--- config.mk ---
export PLATFORM = sky130hd
export DESIGN_NAME = sram_mem_ctrl
export DESIGN_NICKNAME = d
export VERILOG_FILES = /design/src/rtl/sram_mem_ctrl.sv
export SDC_FILE = /design/constraint.sdc
export NUM_CORES = 1
export LEC_CHECK = 0
export CAP_MARGIN = 20
export CORE_MARGIN = 4
export CORE_UTILIZATION = 52
export DETAILED_ROUTE_END_ITERATION = 8
export PLACE_DENSITY = 0.85
export SYNTH_ARGS = -nofsm -noshare
export SYNTH_HDL_FRONTEND = slang
export SYNTH_SLANG_ARGS = --single-unit
--- constraint.sdc ---
create_clock -name clk -period 8.1 [get_ports clk]
set_input_delay 1.62 -clock clk [delete_from_list [all_inputs] [get_ports clk]]
set_output_delay 1.62 -clock clk [all_outputs]
set_load 0.01 [all_outputs]
--- src/rtl/sram_mem_ctrl.sv ---
// Mem-stage controller for a 16-bit asynchronous SRAM. Each 32-bit load/store runs as two
// half-word phases (LO then HI), each WAIT_CYCLES+1 cycles long. ready=0 freezes the pipeline.
// Optional: define MEM_ADDR_CHECK_EN to reject out-of-range or misaligned accesses with err.
module sram_mem_ctrl #(
  parameter int unsigned WAIT_CYCLES = 1,
  parameter int unsigned SRAM_ADDR_W = 18,
  parameter int unsigned MEM_BASE    = 1024
) (
  input  logic                   clk,
  input  logic                   rst,
  input  logic                   rd_en,
  input  logic                   wr_en,
  input  logic [31:0]            address,
  input  logic [31:0]            write_data,
  output logic [31:0]            read_data,
  output logic                   ready,
  output logic                   err,
  output logic [SRAM_ADDR_W-1:0] sram_addr,
  output logic                   sram_we_n,
  output logic                   sram_oe_n,
  output logic [15:0]            sram_dq_out,
  output logic                   sram_dq_oe,
  input  logic [15:0]            sram_dq_in
);

  // Word address width: one bit less than the half-word address.
  localparam int unsigned WaW = SRAM_ADDR_W - 1;

  typedef enum logic [1:0] {StIdle, StLo, StHi, StDone} state_e;

  state_e                 state_q, state_d;
  logic [2:0]             cnt_q, cnt_d;
  logic [WaW-1:0]         wa_q, wa_d;
  logic [31:0]            wdata_q, wdata_d;
  logic                   wr_q, wr_d;
  logic [15:0]            lo_q, lo_d;
  logic [31:0]            read_data_q, read_data_d;
  logic [SRAM_ADDR_W-1:0] sram_addr_q, sram_addr_d;
  logic                   we_n_q, we_n_d, oe_n_q, oe_n_d, dq_oe_q, dq_oe_d;
  logic [15:0]            dq_out_q, dq_out_d;

  logic        req, bad, phase_end, in_phase_d;
  logic [31:0] offset;
  logic [29:0] wa_full;
  logic        unused_bits;

  assign req       = rd_en | wr_en;
  assign offset    = address - MEM_BASE;
  assign wa_full   = offset[31:2];
  assign phase_end = (cnt_q == 3'(WAIT_CYCLES));

`ifdef MEM_ADDR_CHECK_EN
  logic err_q, err_d;
  assign bad = (address < MEM_BASE) || (address[1:0] != 2'b00) || ((wa_full >> WaW) != '0);
  assign err = err_q;
  assign err_d = (state_q == StIdle) && req && bad;
  assign unused_bits = ^offset[1:0];

  // Error pulse: set on the IDLE->DONE edge of a rejected request, cleared one cycle later.
  always_ff @(posedge clk or negedge rst) begin
    if (!rst) err_q <= 1'b0;
    else      err_q <= err_d;
  end
`else
  assign bad = 1'b0;
  assign err = 1'b0;
  assign unused_bits = ^{offset[1:0], wa_full[29:WaW]};
`endif

  // Next-state, request latching and read-data capture.
  always_comb begin
    state_d     = state_q;
    cnt_d       = cnt_q + 3'd1;
    wa_d        = wa_q;
    wdata_d     = wdata_q;
    wr_d        = wr_q;
    lo_d        = lo_q;
    read_data_d = read_data_q;
    unique case (state_q)
      StIdle: begin
        cnt_d = '0;
        if (req) begin
          wa_d    = wa_full[WaW-1:0];
          wdata_d = write_data;
          wr_d    = wr_en;  // rd_en & wr_en resolves to a write
          state_d = bad ? StDone : StLo;
          if (bad && !wr_en) read_data_d = '0;
        end
      end
      StLo: begin
        if (phase_end) begin
          state_d = StHi;
          cnt_d   = '0;
          lo_d    = sram_dq_in;
        end
      end
      StHi: begin
        if (phase_end) begin
          state_d = StDone;
          cnt_d   = '0;
          if (!wr_q) read_data_d = {sram_dq_in, lo_q};
        end
      end
      StDone: begin
        state_d = StIdle;
        cnt_d   = '0;
      end
      default: begin
        state_d = StIdle;
        cnt_d   = '0;
      end
    endcase
  end

  // SRAM pin values for the state being entered, so they switch on the phase-entry edge.
  always_comb begin
    in_phase_d  = (state_d == StLo) || (state_d == StHi);
    sram_addr_d = sram_addr_q;
    dq_out_d    = dq_out_q;
    we_n_d      = 1'b1;
    oe_n_d      = 1'b1;
    dq_oe_d     = 1'b0;
    if (in_phase_d) begin
      sram_addr_d = {wa_d, state_d == StHi};
      we_n_d      = ~wr_d;
      oe_n_d      = wr_d;
      dq_oe_d     = wr_d;
      if (wr_d) dq_out_d = (state_d == StHi) ? wdata_d[31:16] : wdata_d[15:0];
    end
  end

  // Freeze while a phase runs or a request is about to be accepted.
  always_comb begin
    ready = !((state_q == StLo) || (state_q == StHi) || ((state_q == StIdle) && req));
  end

  // State and registered outputs; reset abandons any access in flight.
  always_ff @(posedge clk or negedge rst) begin
    if (!rst) begin
      state_q     <= StIdle;
      cnt_q       <= '0;
      wa_q        <= '0;
      wdata_q     <= '0;
      wr_q        <= 1'b0;
      lo_q        <= '0;
      read_data_q <= '0;
      sram_addr_q <= '0;
      we_n_q      <= 1'b1;
      oe_n_q      <= 1'b1;
      dq_oe_q     <= 1'b0;
      dq_out_q    <= '0;
    end else begin
      state_q     <= state_d;
      cnt_q       <= cnt_d;
      wa_q        <= wa_d;
      wdata_q     <= wdata_d;
      wr_q        <= wr_d;
      lo_q        <= lo_d;
      read_data_q <= read_data_d;
      sram_addr_q <= sram_addr_d;
      we_n_q      <= we_n_d;
      oe_n_q      <= oe_n_d;
      dq_oe_q     <= dq_oe_d;
      dq_out_q    <= dq_out_d;
    end
  end

  assign read_data   = read_data_q;
  assign sram_addr   = sram_addr_q;
  assign sram_we_n   = we_n_q;
  assign sram_oe_n   = oe_n_q;
  assign sram_dq_oe  = dq_oe_q;
  assign sram_dq_out = dq_out_q;

endmodule

==> results of run 1 <==
## worst min path at each step
| stage | startpoint | endpoint | slack, ps | depth (start not counted) |
|---|---|---|---|---|
| global route | wa_q[0]$_DFF_PN0_ | wa_q[0]$_DFF_PN0_ | 480 | 2 |
| global placement | wa_q[2]$_DFF_PN0_ | wa_q[2]$_DFF_PN0_ | 450 | 2 |
| detailed placement | wa_q[0]$_DFF_PN0_ | wa_q[0]$_DFF_PN0_ | 450 | 2 |
| finish | wa_q[0]$_DFF_PN0_ | wa_q[0]$_DFF_PN0_ | 470 | 2 |
| floorplan | wa_q[0]$_DFF_PN0_ | wa_q[0]$_DFF_PN0_ | 440 | 2 |
| CTS | wa_q[0]$_DFF_PN0_ | wa_q[0]$_DFF_PN0_ | 470 | 2 |
## kinds of logic (layout without fill, tap and decap cells)
family | count (synthesis) | after routing | share of synthesized area
adder cells (fa/ha/maj) | 6 | 6 | 0.0128
AND/OR/NAND/NOR | 159 | 159 | 0.112
multiplexers | 95 | 95 | 0.213
flip-flops | 140 | 140 | 0.598
AO/OA/AOI/OAI | 25 | 25 | 0.0277
other | 1 | 1 | 0.000640
XOR/XNOR | 5 | 5 | 0.00747
buffers and inverters | 29 | 178 | 0.0284
## metal layers
| layer | up-vias | routed length, microns | track usage |
|---|---|---|---|
| met5 | - | 0 | 0 |
| met4 | 0 | 296 | 0.0887 |
| met3 | 24 | 750 | 0.0698 |
| met2 | 128 | 6390 | 0.335 |
| met1 | 1979 | 5190 | 0.254 |
| li1 | 1830 | - | - |
## sequential cells by signal, indices dropped and copies added, names as in the netlist
signal	flops
cnt_q	3
lo_q	16
read_data	32
sram_addr	18
sram_dq_oe	1
sram_dq_out	16
sram_oe_n	1
sram_we_n	1
state_q	2
wa_q	17
wdata_q	32
wr_q	1
## per-stage QoR
stage | instance area, sq um | util | power (W) | instances
after floorplan | 5860 | - | 0.00212 | 460
after global placement | 7310 | 0.668 | 0.00262 | 717
after detailed placement | 7310 | 0.668 | 0.00269 | 717
after CTS | 7890 | 0.721 | 0.00346 | 749
after global routing | 7890 | 0.721 | 0.00365 | 749
final | 7890 | 0.721 | 0.00343 | 749
## power breakdown
| group | switching (W) | leakage (nW) | internal (W) |
|---|---|---|---|
| clock | 0.000276 | 0.284 | 0.000471 |
| combinational | 0.000639 | 1.54 | 0.000825 |
| sequential | 0.000166 | 1.71 | 0.00105 |
| total | 0.00108 | 3.53 | 0.00234 |
## area by class of cell
cell class | count | share of cell area
flip-flops and latches | 140 | 0.444
repair buffers | 141 | 0.178
clock inverters | 5 | 0.00714
inverters | 5 | 0.00238
clock buffers | 27 | 0.0663
well taps | 140 | 0.0222
multi-input cells | 291 | 0.279
## tightest hold or removal path, cell delays in order, from the launching register on
cell and delay, ps:
dfrtp_1 320, nand2_1 40, nand2_1 70
## cells in the mapped netlist, types with 3 or more instances
| master | count | area share |
|---|---|---|
| buf_1 | 3 | 0.0019 |
| buf_2 | 4 | 0.0034 |
| buf_6 | 6 | 0.012 |
| clkbuf_1 | 9 | 0.0058 |
| dfrtp_1 | 138 | 0.59 |
| ha_1 | 6 | 0.013 |
| inv_1 | 5 | 0.0032 |
| mux2_2 | 78 | 0.15 |
| mux4_2 | 16 | 0.061 |
| nand2_1 | 132 | 0.085 |
| nor2_1 | 8 | 0.0051 |
| o21ai_0 | 9 | 0.0077 |
| xnor2_1 | 3 | 0.0045 |
==> summary.txt, run 1 <==
Placement
  • Buffers on Ports: 138
  • Pre-CTS WS: 3410 ps
  • Post-DP HPWL: 8430 microns
  • Gpl congestion: 0.854

Finish
  • Commonest non-fill, non-tap cell in the layout: dfrtp_1
  • Most frequent cells in the layout: 138 x dfrtp_1, 137 x clkdlybuf4s50_1, 132 x nand2_1
  • P&R area growth vs syn: 34.6%
  • Fillcell total: 739
  • Nets: 686
  • Multi-input logic area: 2200 sq um
  • Layout cell share with drive strength beyond 1: 0.220
  • Register Area: 3510 sq um
  • Diodes inserted: 0

Timing
  • # setup viols final: 0
  • Final WS setup: 3420 ps
  • Fin Clk Skew: 5.80 ps
  • Fmax: 0.214 GHz
  • Period minus WS final: 4680 ps
  • Slew HR: 0.354
  • Final hold vios: 0
  • Setup_tns: 0 ps
  • Final count of pins violating max slew: 0
  • Worst hold slack: 468 ps
  • Slew @ Worst Pin: 965 ps
  • Final Cycle Share: 0.578
  • RSZ-0062 raised after global routing: no

Outcome
  • Run status: completed

Logic synthesis
  • Count of different cell masters after synthesis: 42
  • Post-synth EDFFs: 0
  • Async SR Flop Fraction: 1.00
  • Seq/Total Area, Yosys: 0.598
  • Syn Area/Cell: 12.7 sq um
  • Ys Warns: 0
  • Post-Synthesis Cells: 460
  • FF+latch count, synth: 140
  • Top_reg_cell synth: dfrtp_1
  • Synthesized area: 5860 sq um
  • Syn nets: 550

Global route
  • Grt ovf: 0
  • Gr usage total: 0.207
  • Initial antenna violation count: 0
  • Largest net degree at the start of global routing: 73
  • First-pass GRT wire length: 20,600 microns
  • Vias in the first global route: 4,136

Critical path
  • R2r endpoint: sram_dq_out[13]$_DFFE_PN0P_
  • Slowest cell on crit path: clkdlybuf4s50_1
  • Crit path max-delay family: buffers and inverters
  • Crit Path Max Fanout: 5
  • Arrival @ worst endpoint: 3060 ps
  • Slowest cell delay on critical path: 560 ps
  • R2R Path Start: cnt_q[2]$_DFF_PN0_
  • Launch point of the critical path: wr_en
  • CP Capture Point: ready
  • Setup crit end kind: output port
  • Crit path kind: input port to output port
  • Reg-to-reg slack, setup: 4480 ps
  • Bufs and invs on worst path: 2
  • Most frequent CP cell: clkdlybuf4s50_1
  • CP cell instances: clkdlybuf4s50_1 > o21a_2 > nor2_1 > clkdlybuf4s50_1
  • Crit path required time: 6480 ps
  • CP Depth: 4
  • Reg2Reg Depth: 7
  • Startpoint types: input port

Clocking
  • CTS Buffer Depth: 2
  • TritonCTS Buffers: 17
  • Later-pin clock latency in the skew report: 420 ps
  • CTS tree: yes
  • Resized cells post-CTS: 0
  • Hold buffers post-CTS: 0
  • Post-CTS setup buffers: 0
  • # H-tree levels: 4
  • Clock slew at reported path FFs: 50 ps
  • Clk sinks: 140
  • Clock root cell: clkbuf_16

Floorplan
  • Die Width: 114 microns
  • Die Y: 114 microns
  • Die area: 13,000 sq um
  • Row count: 38
  • Top-level I/O count: 155
  • Core area: 10,900 sq um
  • Initial Utilization: 0.536

Route
  • DR iter-0 viols: 241
  • Final ANT Viol Nets: 0
  • Vias after detailed routing: 3,961
  • Routed WL: 12,600 microns
  • Vias/cell: 5.29
  • First-pass detailed-route iteration total: 4
  • DR DRC count: 0
  • DR WL/cell: 16.9 microns

Pwr
  • Pwr per Cell Area: 434 nW/um^2
  • Leakage power: 3.53 nW
  • Worst VDD drop: 0.000239 V

Job
  • Max-cap violations: 0

Hold path
  • Min-delay worst type: register to register
(Power assumes the default switching activity.)
==> inputs of run 2 (changes only) <==
--- a/config.mk
+++ b/config.mk
@@ -7,9 +7,9 @@
 export LEC_CHECK = 0
 export CAP_MARGIN = 20
 export CORE_MARGIN = 4
-export CORE_UTILIZATION = 52
+export CORE_UTILIZATION = 49
 export DETAILED_ROUTE_END_ITERATION = 8
-export PLACE_DENSITY = 0.85
+export PLACE_DENSITY = 0.81
 export SYNTH_ARGS = -nofsm -noshare
 export SYNTH_HDL_FRONTEND = slang
 export SYNTH_SLANG_ARGS = --single-unit
==> constraint.sdc (replaced) <==
create_clock -name clk -period 4.85 [get_ports clk]
set_input_delay 0.97 -clock clk [delete_from_list [all_inputs] [get_ports clk]]
set_output_delay 0.97 -clock clk [all_outputs]
set_load 0.01 [all_outputs]
==> run 2 against run 1 <==
  * First-iteration DRC count down 16%
  * Largest power group unchanged
  * Critical endpoint unchanged
  * Non-clock buffer count up 1
  * Setup slack worse by 2000 ps
  * Count of clock-buffer cells in the layout down 2
==> summary.txt, run 2 (same netlist as run 1, synthesis figures left out) <==
Floorplan
  • Initial Utilization: 0.507 (-0.0292)
  • Core area: 11,600 sq um (+5.8%)
  • Die area: 13,800 sq um (+5.7%)
  • Top-level I/O count: 155 (unchanged)
  • Die Y: 117 microns (+2.8%)
  • Row count: 39 (+2.6%)
  • Die Width: 117 microns (+2.8%)

Clocking
  • Hold buffers post-CTS: 0 (unchanged)
  • Post-CTS setup buffers: 0 (unchanged)
  • Later-pin clock latency in the skew report: 400 ps (-20 ps)
  • CTS tree: yes
  • # H-tree levels: 4 (unchanged)
  • CTS Buffer Depth: 2 (unchanged)
  • Resized cells post-CTS: 0 (unchanged)
  • Clock slew at reported path FFs: 60 ps (about the same)
  • Clk sinks: 140 (unchanged)
  • Clock root cell: clkbuf_16
  • TritonCTS Buffers: 17 (unchanged)

Global route
  • Largest net degree at the start of global routing: 110 (+51%)
  • Grt ovf: 0 (unchanged)
  • First-pass GRT wire length: 21,500 microns (+4.3%)
  • Initial antenna violation count: 0 (unchanged)
  • Gr usage total: 0.194 (-0.0130)
  • Vias in the first global route: 4,379 (+5.9%)

Route
  • Final ANT Viol Nets: 0 (unchanged)
  • DR iter-0 viols: 202 (-16%)
  • DR WL/cell: 16.7 microns (-0.80%)
  • Routed WL: 12,600 microns (-0.27%)
  • Vias/cell: 5.26 (-0.58%)
  • DR DRC count: 0 (unchanged)
  • Vias after detailed routing: 3,959 (-0.050%)
  • First-pass detailed-route iteration total: 4 (unchanged)

Hold path
  • Hold path startpoint: wa_q[4]$_DFF_PN0_
  • WHS Endpoint: wa_q[4]$_DFF_PN0_
  • Hold Path Stages: 2 (unchanged)
  • Min-delay worst type: register to register

Timing
  • Slew HR: 0.359 (+0.00499)
  • # setup viols final: 0 (unchanged)
  • Slew @ Worst Pin: 962 ps (-3.11 ps)
  • Final Cycle Share: 0.700
  • Period minus WS final: 3400 ps
  • Fmax: 0.294 GHz
  • RSZ-0062 raised after global routing: no
  • Setup_tns: 0 ps (unchanged)
  • Fin Clk Skew: 6.38 ps (+0.584 ps)
  • Final count of pins violating max slew: 0 (unchanged)
  • Final hold vios: 0 (unchanged)

Critical path
  • Arrival @ worst endpoint: 2430 ps (-630 ps)
  • Most frequent CP cell: clkdlybuf4s50_1
  • Startpoint types: input port
  • Slowest cell delay on critical path: 560 ps (about the same)
  • Slowest cell on crit path: clkdlybuf4s50_1
  • R2R Path Start: cnt_q[2]$_DFF_PN0_
  • Setup crit end kind: output port
  • CP cell instances: clkdlybuf4s50_1 > o21a_2 > nor2_1 > clkdlybuf4s50_1
  • R2r endpoint: sram_dq_out[10]$_DFFE_PN0P_
  • Crit Path Max Fanout: 5 (unchanged)
  • Crit path required time: 3880 ps (-2600 ps)
  • Crit path kind: input port to output port
  • Reg2Reg Depth: 7 (unchanged)
  • Reg-to-reg slack, setup: 1710 ps (-2770 ps)

Finish
  • Finished Core Util: 0.687 (-0.0347)
  • Layout cell share with drive strength beyond 1: 0.220 (-0.000361)
  • Nets: 687 (+0.15%)
  • Most frequent cells in the layout: 138 x dfrtp_1, 137 x clkdlybuf4s50_1, 132 x nand2_1
  • Fillcell total: 857 (+16%)
  • P&R area growth vs syn: 35.5%
  • Commonest non-fill, non-tap cell in the layout: dfrtp_1
  • Diodes inserted: 0 (unchanged)

Job
  • Max-cap violations: 0 (unchanged)

Outcome
  • Run status: completed

Placement
  • Post-DP HPWL: 8490 microns (+0.67%)
  • Gpl congestion: 0.781 (-8.5%)
  • Buffers on Ports: 138 (unchanged)

Pwr
  • Worst VDD drop: 0.000340 V (+42%)
  • Leakage power: 3.56 nW (+0.76%)
  • Pwr per Cell Area: 734 nW/um^2 (+69%)
[run 2: critical path: cells and delay by family]
family | cells | cell delay [ps]
AO/OA/AOI/OAI | 1 | 270
buffers and inverters | 2 | 1090
AND/OR/NAND/NOR | 1 | 100
[run 2: cell type report]
class	count	area, sq um	share of cell area
sequential	140	3510	0.441
clock buffer	25	485	0.0611
timing repair buffer	142	1410	0.178
inverter	5	18.8	0.00236
tap	143	179	0.0225
clock inverter	7	135	0.0170
multi-input combinational	291	2200	0.278
[run 2: how the worst max path moves through the flow]
stage,end,from,slack [ps]
finish,ready,wr_en,1450
global route,ready,wr_en,1390
CTS,ready,wr_en,1440
detailed placement,sram_dq_out[10]$_DFFE_PN0P_,wr_en,1280
global placement,sram_dq_out[0]$_DFFE_PN0P_,wr_en,1340
floorplan,ready,wr_en,1890
[run 2: routing by layer]
metal | global-route usage | vias up | share of wire
met4 | 0.0828 | 0 | 0.023
met5 | 0 | - | 0
met1 | 0.236 | 1982 | 0.42
met3 | 0.0568 | 21 | 0.050
met2 | 0.323 | 118 | 0.51
li1 | - | 1838 | -
[run 2: report_power, final]
| group | total (W) | internal, W | switching (W) | leakage (nW) |
|---|---|---|---|---|
| Combinational | 0.00246 | 0.00139 | 0.00107 | 1.55 |
| Clock | 0.00135 | 0.000900 | 0.000446 | 0.305 |
| Sequential | 0.00202 | 0.00175 | 0.000272 | 1.71 |
[run 2: stage by stage]
step	std cells	hold WS, ps	total power [W]	setup WS (ps)	instance area (sq um)
final	753	468	0.00583	1450	7940
after global routing	753	489	0.00620	1390	7940
after CTS	753	470	0.00591	1440	7940
after detailed placement	721	456	0.00452	1280	7320
after global placement	721	449	0.00438	1340	7320
after floorplan	460	437	0.00354	1890	5860
